[config.mk]
export PLATFORM = sky130hd
export DESIGN_NAME = regfile_sb_flat
export DESIGN_NICKNAME = d
export VERILOG_FILES = /design/src/rtl/mznm_pkg.sv /design/src/rtl/regfile_sb_if.sv /design/src/rtl/regfile_sb_pend_counter.sv /design/src/rtl/regfile_sb.sv /design/src/flat_wrapper.sv
export SDC_FILE = /design/constraint.sdc
export NUM_CORES = 1
export LEC_CHECK = 0
export ABC_AREA = 1
export BUFFER_PORTS_ARGS = -buffer_cell sky130_fd_sc_hd__buf_2
export CAP_MARGIN = 10
export CORE_ASPECT_RATIO = 0.7
export CORE_MARGIN = 5
export CORE_UTILIZATION = 37
export CTS_CLUSTER_DIAMETER = 100
export DETAILED_ROUTE_END_ITERATION = 10
export GPL_TIMING_DRIVEN = 0
export SLEW_MARGIN = 30
export SYNTH_ARGS = -nofsm -noshare
export SYNTH_HDL_FRONTEND = slang
export SYNTH_SLANG_ARGS = --single-unit
[constraint.sdc]
create_clock -name clk -period 4.05 [get_ports clk]
set_clock_uncertainty 0.2 [all_clocks]
set_input_delay 0.6075 -clock clk [delete_from_list [all_inputs] [get_ports clk]]
set_output_delay 0.6075 -clock clk [all_outputs]
set_load 0.02 [all_outputs]
[src/rtl/mznm_pkg.sv]
// Shared definitions for the MZNM core register file slice.
// Supplies default sizing, the architectural zero-register index and the
// register address type used by decode/issue logic.
package mznm_pkg;

  localparam int unsigned DATA_W_DEF = 16;
  localparam int unsigned DEPTH_DEF  = 8;
  localparam int unsigned ADDR_W_DEF = $clog2(DEPTH_DEF);
  localparam int unsigned REG_ZERO   = 0;

  typedef logic [ADDR_W_DEF-1:0] reg_addr_t;

endpackage

[src/rtl/regfile_sb_if.sv]
// Bus bundle for regfile_sb: read ports, write-back port, issue reservation
// handshake, flush and the busy vector.
//   master : pipeline side (drives addresses, write-back, reservations)
//   slave  : register file side (returns read data, busy flags, ready)
interface regfile_sb_if #(
  parameter int unsigned DATA_W = 16,
  parameter int unsigned DEPTH  = 8,
  parameter int unsigned ADDR_W = $clog2(DEPTH),
  parameter int unsigned NUM_RD = 2
);

  logic [NUM_RD*ADDR_W-1:0] rd_addr;
  logic [NUM_RD*DATA_W-1:0] rd_data;
  logic [NUM_RD-1:0]        rd_busy;
  logic                     wr_en;
  logic [ADDR_W-1:0]        wr_addr;
  logic [DATA_W-1:0]        wr_data;
  logic                     res_valid;
  logic [ADDR_W-1:0]        res_addr;
  logic                     res_ready;
  logic                     flush;
  logic [DEPTH-1:0]         busy_vec;

  modport master (
    output rd_addr, wr_en, wr_addr, wr_data, res_valid, res_addr, flush,
    input  rd_data, rd_busy, res_ready, busy_vec
  );

  modport slave (
    input  rd_addr, wr_en, wr_addr, wr_data, res_valid, res_addr, flush,
    output rd_data, rd_busy, res_ready, busy_vec
  );

endinterface

[src/rtl/regfile_sb_pend_counter.sv]
// pend_counter: per-register count of outstanding writes.
//   clk, rst : clock, synchronous active-high reset
//   clr      : clear to zero (flush), dominates inc/dec
//   inc      : a reservation was accepted for this register
//   dec      : a write-back hit this register
//   cnt      : current count
// inc and dec together leave the count unchanged. Decrement floors at zero,
// increment saturates at all-ones (the ready logic upstream should already
// prevent overflow).
module pend_counter #(
  parameter int unsigned PEND_W = 2
) (
  input  logic              clk,
  input  logic              rst,
  input  logic              clr,
  input  logic              inc,
  input  logic              dec,
  output logic [PEND_W-1:0] cnt
);

  always_ff @(posedge clk) begin
    if (rst || clr) begin
      cnt <= '0;
    end else if (inc && !dec && (cnt != '1)) begin
      cnt <= cnt + 1'b1;
    end else if (dec && !inc && (cnt != '0)) begin
      cnt <= cnt - 1'b1;
    end
  end

endmodule

[src/rtl/regfile_sb.sv]
// regfile_sb: register file with pending-write scoreboard.
//   clk, rst : clock, synchronous active-high reset
//   bus      : regfile_sb_if.slave
//     rd_addr/rd_data/rd_busy : NUM_RD asynchronous read ports with
//                               same-cycle write-back bypass and hazard flag
//     wr_en/wr_addr/wr_data   : synchronous write-back port (releases a
//                               pending reservation)
//     res_valid/res_addr/res_ready : destination reservation handshake
//     flush                   : clear all pending counters
//     busy_vec                : registered per-register pending flags
module regfile_sb
  import mznm_pkg::*;
#(
  parameter int unsigned DATA_W   = DATA_W_DEF,
  parameter int unsigned DEPTH    = DEPTH_DEF,
  parameter int unsigned ADDR_W   = $clog2(DEPTH),
  parameter int unsigned NUM_RD   = 2,
  parameter int unsigned PEND_W   = 2,
  parameter bit          ZERO_REG = 1'b0
) (
  input logic         clk,
  input logic         rst,
  regfile_sb_if.slave bus
);

  localparam logic [ADDR_W-1:0] ZADDR = ADDR_W'(REG_ZERO);

  logic [DATA_W-1:0] regs [DEPTH];
  logic [PEND_W-1:0] cnt  [DEPTH];

  logic wr_drop;
  logic res_zero;
  logic res_fire;

  assign wr_drop  = ZERO_REG && (bus.wr_addr == ZADDR);
  assign res_zero = ZERO_REG && (bus.res_addr == ZADDR);

  // A write landing on a saturated register frees a slot in the same cycle,
  // so the reservation may be taken and the counter nets to unchanged.
  assign bus.res_ready = res_zero
                      || (cnt[bus.res_addr] != '1)
                      || (bus.wr_en && (bus.wr_addr == bus.res_addr));
  assign res_fire = bus.res_valid && bus.res_ready;

  always_ff @(posedge clk) begin
    if (rst) begin
      for (int unsigned i = 0; i < DEPTH; i++) begin
        regs[i] <= '0;
      end
    end else if (bus.wr_en && !wr_drop) begin
      regs[bus.wr_addr] <= bus.wr_data;
    end
  end

  for (genvar g = 0; g < DEPTH; g++) begin : g_pend
    localparam logic [ADDR_W-1:0] IDX = ADDR_W'(g);
    logic inc;
    logic dec;

    assign inc = res_fire && (bus.res_addr == IDX) && !(ZERO_REG && (IDX == ZADDR));
    assign dec = bus.wr_en && (bus.wr_addr == IDX);

    pend_counter #(.PEND_W(PEND_W)) u_cnt (
      .clk (clk),
      .rst (rst),
      .clr (bus.flush),
      .inc (inc),
      .dec (dec),
      .cnt (cnt[g])
    );
  end

  always_comb begin
    bus.busy_vec = '0;
    for (int unsigned i = 0; i < DEPTH; i++) begin
      bus.busy_vec[i] = |cnt[i];
    end
  end

  always_comb begin
    logic [ADDR_W-1:0] a;
    logic              wr_hit;
    bus.rd_data = '0;
    bus.rd_busy = '0;
    a           = '0;
    wr_hit      = 1'b0;
    for (int unsigned k = 0; k < NUM_RD; k++) begin
      a      = bus.rd_addr[k*ADDR_W +: ADDR_W];
      wr_hit = bus.wr_en && (bus.wr_addr == a);
      if (ZERO_REG && (a == ZADDR)) begin
        bus.rd_data[k*DATA_W +: DATA_W] = '0;
        bus.rd_busy[k]                  = 1'b0;
      end else begin
        bus.rd_data[k*DATA_W +: DATA_W] = wr_hit ? bus.wr_data : regs[a];
        // The final outstanding write arriving now is forwarded through the
        // bypass, so only a count of one without a matching write still blocks.
        bus.rd_busy[k] = (cnt[a] > PEND_W'(1)) || ((cnt[a] == PEND_W'(1)) && !wr_hit);
      end
    end
  end

endmodule
[src/flat_wrapper.sv]
// flat-port wrapper written by rule: the top's interface ports become plain ports
module regfile_sb_flat import mznm_pkg::*;
#(
  parameter int unsigned DATA_W   = DATA_W_DEF,
  parameter int unsigned DEPTH    = DEPTH_DEF,
  parameter int unsigned ADDR_W   = $clog2(DEPTH),
  parameter int unsigned NUM_RD   = 2,
  parameter int unsigned PEND_W   = 2,
  parameter bit          ZERO_REG = 1'b0
)
  (clk, rst, bus_rd_addr, bus_wr_en, bus_wr_addr, bus_wr_data, bus_res_valid, bus_res_addr, bus_flush, bus_rd_data, bus_rd_busy, bus_res_ready, bus_busy_vec);
  regfile_sb_if #(.DATA_W(DATA_W), .DEPTH(DEPTH), .ADDR_W(ADDR_W), .NUM_RD(NUM_RD)) bus_i ();
  input logic clk;
  input logic rst;
  input wire logic [$bits(bus_i.rd_addr)-1:0] bus_rd_addr;
  input wire logic [$bits(bus_i.wr_en)-1:0] bus_wr_en;
  input wire logic [$bits(bus_i.wr_addr)-1:0] bus_wr_addr;
  input wire logic [$bits(bus_i.wr_data)-1:0] bus_wr_data;
  input wire logic [$bits(bus_i.res_valid)-1:0] bus_res_valid;
  input wire logic [$bits(bus_i.res_addr)-1:0] bus_res_addr;
  input wire logic [$bits(bus_i.flush)-1:0] bus_flush;
  output wire logic [$bits(bus_i.rd_data)-1:0] bus_rd_data;
  output wire logic [$bits(bus_i.rd_busy)-1:0] bus_rd_busy;
  output wire logic [$bits(bus_i.res_ready)-1:0] bus_res_ready;
  output wire logic [$bits(bus_i.busy_vec)-1:0] bus_busy_vec;
  assign bus_i.rd_addr = bus_rd_addr;
  assign bus_i.wr_en = bus_wr_en;
  assign bus_i.wr_addr = bus_wr_addr;
  assign bus_i.wr_data = bus_wr_data;
  assign bus_i.res_valid = bus_res_valid;
  assign bus_i.res_addr = bus_res_addr;
  assign bus_i.flush = bus_flush;
  assign bus_rd_data = bus_i.rd_data;
  assign bus_rd_busy = bus_i.rd_busy;
  assign bus_res_ready = bus_i.res_ready;
  assign bus_busy_vec = bus_i.busy_vec;
  regfile_sb #(.DATA_W(DATA_W), .DEPTH(DEPTH), .ADDR_W(ADDR_W), .NUM_RD(NUM_RD), .PEND_W(PEND_W), .ZERO_REG(ZERO_REG)) u_core (.clk(clk), .rst(rst), .bus(bus_i));
endmodule
== After elaboration in Yosys (flattened, before gate mapping) ==
Memories as Yosys holds them, arrays and structs flattened.
Cells that the tools add are included.

* Bits in writable memories: 128
* Logic and storage cells: 199
* Flip-flop bits (word level): 16
* Output and inout bits: 43
* Memories: 1

{| class="wikitable"
|+ Memories
! memory !! words !! bits a word !! read ports !! clocked after memory_dff !! write ports !! line !! source
|-
| u_core.regs || 8 || 16 || 2 || 0 || 8 || regfile_sb.sv:28 || <nowiki>logic [DATA_W-1:0] regs [DEPTH];</nowiki>
|}

* Muxes and demuxes: 35
* Order comparisons: 5
* Add/sub/neg operators: 16
* Reduce and logical (&&, ||, !) cells: 103
* Bitwise logic cells: 3
* Equality and inequality tests: 28

{| class="wikitable"
|+ Operator list
! kind !! number
|-
| $logic_and A1 B1 Y1 || 54
|-
| $mux W16 || 3
|-
| $mux W2 || 22
|-
| $reduce_bool A2 Y1 || 16
|-
| $eq A3 B3 Y1 const B || 8
|-
| $bmux W2 S3 || 3
|-
| $logic_not A1 Y1 || 18
|-
| $ne A2 B2 Y1 const B || 9
|-
| $add A2 B1 Y2 const B || 8
|-
| $reduce_or A16 Y1 || 1
|-
| $reduce_or A2 Y1 || 8
|-
| $sub A2 B1 Y2 const B || 8
|-
| $eq A3 B2 Y1 const B || 4
|-
| $ge A4 B4 Y1 const B || 3
|-
| $not A3 Y4 || 3
|-
| $eq A3 B3 Y1 || 3
|-
| $eq A3 B1 Y1 const B || 2
|-
| $logic_not A3 Y1 || 2
|-
| $mux W1 || 6
|-
| $eq A2 B1 Y1 const B || 2
|-
| $gt A2 B1 Y1 const B || 2
|-
| $logic_or A1 B1 Y1 || 4
|-
| $mux W3 || 1
|}

== Longest topological paths before layout ==
* Word-level depth: 13
* Depth in mapped cells: 14

== Cells and area by module ==
Synthesis repeated with hierarchy kept, for this count alone.

* Cells, all modules: 1132
* Area, all modules: 9118.7 um^2

{| class="wikitable"
|+ Modules (own cells, without submodules)
! module !! sequential area each (um^2) !! area an instance (um^2) !! instances !! cells each
|-
| regfile_sb || 3843.7 || 8127.8 || 1 || 980
|-
| pend_counter || 40.0 || 123.9 || 8 || 19
|}

== Worst setup path before layout ==
Ideal clock, no wire load.

* Kind: input to output
* Start point: input bus_rd_addr[1]
* End point: output bus_rd_data[14]
* Stages on the path: 7
* Slack: 1.366 ns
* Data arrival time: 1.876 ns
* Path buffers: 3
* Cell sequence: buf_2 -> buf_2 -> buf_1 -> o21ai_0 -> o21ai_0 -> nor2_1 -> o22ai_1

* Cells in the longest elaborated chain, start to end: 3
* Elaborated cells between the ends (all ways): 4
* Those cells by class: eq/ne (1); mux (1); reduce/logical (1); memory (1)

{| class="wikitable"
|+ Ends and longest elaborated chain
! element !! line !! source
|-
| start, declared || flat_wrapper.sv:15 || <nowiki>input wire logic [$bits(bus_i.rd_addr)-1:0] bus_rd_addr;</nowiki>
|-
| parallel branches: the longest is 2 deep, another holds $mem_v2 Z8 W16 || - ||
|-
| $mux W16 (*) || regfile_sb.sv:94 || <nowiki>bus.rd_data[k*DATA_W +: DATA_W] = wr_hit ? bus.wr_data : regs[a];</nowiki>
|-
| end, declared || flat_wrapper.sv:22 || <nowiki>output wire logic [$bits(bus_i.rd_data)-1:0] bus_rd_data;</nowiki>
|}

Mark *: on every way between the ends.

== Final worst setup path ==
* Start point: input bus_rd_addr[0]
* End point: output bus_rd_data[4]

Same word-level chain as after synthesis.

==> results.md <==
- Run status: finished clean
- Inserted Clock Buffers: 17
- Share of layout cells above drive strength 1: 0.121
- Post-detail-place hpwl: ~24 mm
- Initial Utilization: 0.377
- Register area share after synthesis: 0.488
- Reg power frac: 0.431
- Cell accounting for the most synthesized area: edfxtp_1
- P_leak: 0.00376 uW
- Worst EP arrival: 2.69 ns
- Tightest Pin Transition: 0.883 ns
- I/O pin count: 76
- Post-synth EDFFs: ~130
- Tcrit/Tclk final: 0.863
- Ys Warns: 0
- Total Wirelength: a little over 30 mm
- CP Launch Type: input port
- Setup TNS: 0 ns
- Drt wl/cell: 21.0 um
- Pint: 2860 uW
- Net total in the final layout: about 1.2k
- Slew Viols, Final: 0
- WS Path Type: in -> out
- Final GP Congestion: 1.01
- Final setup viols: 0
- Async SR Flop Fraction: 0
- DIE WIDTH: 192 um
- Post-route insts no fill: 1488
- Synth Register Bits: between 100 and 150
- Main area contributors after synthesis: edfxtp_1 (45%), nor2_1 (7.5%), a21oi_1 (7.4%)
- Yosys top cell area share: 0.450
- CP cell instances: buf_2 -> buf_2 -> buf_2 -> clkbuf_1 -> o21ai_0 -> o21ai_1 -> o211ai_1 -> o21ai_1 -> buf_2
- Dominant cell by count in the synthesized netlist: nor2_1
- Post-CTS Hold Buffers: 0
- CTS tree: built
- Slew headroom: 0.409
- Row Count: 46
- Period minus WS final: 3.50 ns
- Critical path buffer and inverter count: 5
- Mapped Area: 8540 um2
- Final hold vios: 0
- Total congestion overflow: 0
- Critical Path RT: ~3.2 ns
- Placed cell areas: around 9300 um2
- Clk Latency, worst-skew pair: 0.43 ns
- Die H: around 140 um
- H-tree levels: 4
- Initial antenna violation count: 0
- Gate family responsible for the most delay along the worst path: buffers and inverters
- RSZ-0062 raised after global routing: false
- Synth Instances: 1078
- CTS Buffer Depth: 2
- Net Sw Power: 1210 uW
- Syn avg cell area: between 7 and 8 um2
- Global-route wire length before repair: between 40 and 50 mm
- Detailed-route vias per instance: between 5 and 6
- Synth Flop Type: edfxtp_1
- Synth cell count leaders: nor2_1 (170), nand2_1 (145), edfxtp_1 (128), a21oi_1 (127), o21ai_0 (112)
- Critical Path Sink Type: primary output
- Max_cap viols: 0
- Pwr Total: between 4000 and 5000 uW
- Clk root buf: clkbuf_16
- Remaining DRCs: 0
- Peak supply drop: approximately 0.3 mV
- Crit path max-delay cell type: clkbuf_1
- CTS resizes: 0
- Dpl cells: around 1.5k
- Post-Syn Nets: roughly 1.1k
- Slowest stage delay, CP: 0.56 ns
- GRT Util Overall: 0.236
- Fmax: 286 MHz
- Min Hold Slack: approximately 0.27 ns
- Worst-path clk slew: ~0.06 ns
- DRT antenna net count: 0
- Initial DRC Count: 1269
- Largest net degree at the start of global routing: 17
- Comb pwr share: 0.163
- Clock share of power: 0.406
- CP max FO: 10
- Area Growth Syn to Fin: 15.5%
- N_diodes: 0
- Length of the first detailed-routing pass in iterations: 5
- Detailed-route via count: between 8k and 9k
- Sw frac: 0.297
- Filler cell count: roughly 2.3k
- Final instance area: about 9900 um2
- # port buffers: 66
- Post-CTS Setup Inserts: 0
- Core area: ~23000 um2
- Die area: 26300 um2
- Vias in the first global route: between 7k and 8k
- Most used cell, CP: buf_2
- Clock sink total: roughly 140
- Library cells used by synthesis: 29
- Hold Path Class: reg -> reg
- Pwr dens: between 400 and 500 nW/um2
## layer usage
| metal | part of all wire | vias up | global-route usage |
|---|---|---|---|
| met2 | 0.40 | 511 | 0.321 |
| met4 | 0.021 | 0 | 0.0586 |
| met5 | 0 | - | 0 |
| met3 | 0.11 | 45 | 0.0500 |
| met1 | 0.47 | 3907 | 0.377 |
| li1 | - | 3889 | - |
## worst register-to-register path: stages, from the launching register on
cell and delay, ns:
dfxtp_1 0.44, nand2_1 0.09, nand2_1 0.08, nand2_1 0.05
nand2_1 0.07, nand2_1 0.07, nand2_2 0.08, nand3_4 0.15
buf_6 0.21, nand3_4 0.08, nand3_2 0.07, nand2_1 0.07
nand2_1 0.06, a21oi_2 0.10
## registers in the layout, indices dropped and copies added (netlist names)
| signal | count |
|---|---|
| u_core.g_pend.u_cnt.cnt | 16 |
| u_core.regs | 128 |
## cell type report
class	instances	area, um2	area share
Clock buffer	17	425	0.0431
Buffer	76	319	0.0323
Multi-Input combinational cell	749	3650	0.370
Tap cell	312	390	0.0396
Timing Repair Buffer	66	330	0.0335
Inverter	109	409	0.0415
Sequential cell	144	4160	0.422
Clock inverter	15	179	0.0181
## stage by stage
step | setup WS (ns) | utilization
6_report | 0.555 | 0.435
5_1_grt | 0.491 | 0.435
4_1_cts | 0.646 | 0.435
3_5_place_dp | 0.651 | 0.408
3_3_place_gp | 0.669 | 0.408
2_1_floorplan | 1.37 | -
## placed cells by master, fill, tap and decap left out, drive strengths merged
| cell | synthesis | final |
|---|---|---|
| nor2 | 171 | 171 |
| clkbuf | 45 | 62 |
| nand2 | 147 | 147 |
| a21oi | 128 | 128 |
| or2 | 3 | 3 |
| edfxtp | 128 | 128 |
| bufinv | 0 | 3 |
| nand3 | 59 | 59 |
| o21ai | 159 | 159 |
| xor2 | 2 | 2 |
| dfxtp | 16 | 16 |
| clkinv | 16 | 20 |
| a41oi | 2 | 2 |
| xnor2 | 3 | 3 |
| buf | 31 | 97 |
| o22ai | 3 | 3 |
| inv | 93 | 99 |
| clkinvlp | 0 | 2 |
| o211ai | 62 | 62 |
| nand4 | 8 | 8 |
| o2111ai | 2 | 2 |
## kinds of logic after synthesis
kind of cell / Yosys count / synth area share
compound gates: 356 / 0.229
xor+xnor: 5 / 0.00513
buf+inv: 185 / 0.0853
flops: 144 / 0.488
simple gates: 388 / 0.193
## power by group through the flow
stage	clock network, uW	registers, uW	logic (uW)
3_3_place_gp	0	1780	639
5_1_grt	1730	1760	704
3_5_place_dp	0	1780	643
4_1_cts	1660	1750	644
6_report	1650	1750	661
2_1_floorplan	0	1760	408
## path summary, 6_finish.rpt
kind                              endpoint                          start  slack [ns]  cells after the start
max reg2reg  u_core.g_pend[5].u_cnt.cnt[0]  u_core.g_pend[3].u_cnt.cnt[0]        2.16                     13
max                         bus_rd_data[4]                 bus_rd_addr[0]        0.55                      9
min reg2reg  u_core.g_pend[2].u_cnt.cnt[1]  u_core.g_pend[2].u_cnt.cnt[1]        0.27                      2
min          u_core.g_pend[2].u_cnt.cnt[1]  u_core.g_pend[2].u_cnt.cnt[1]        0.27                      2
Note: power is estimated with default switching activity, not from simulation.
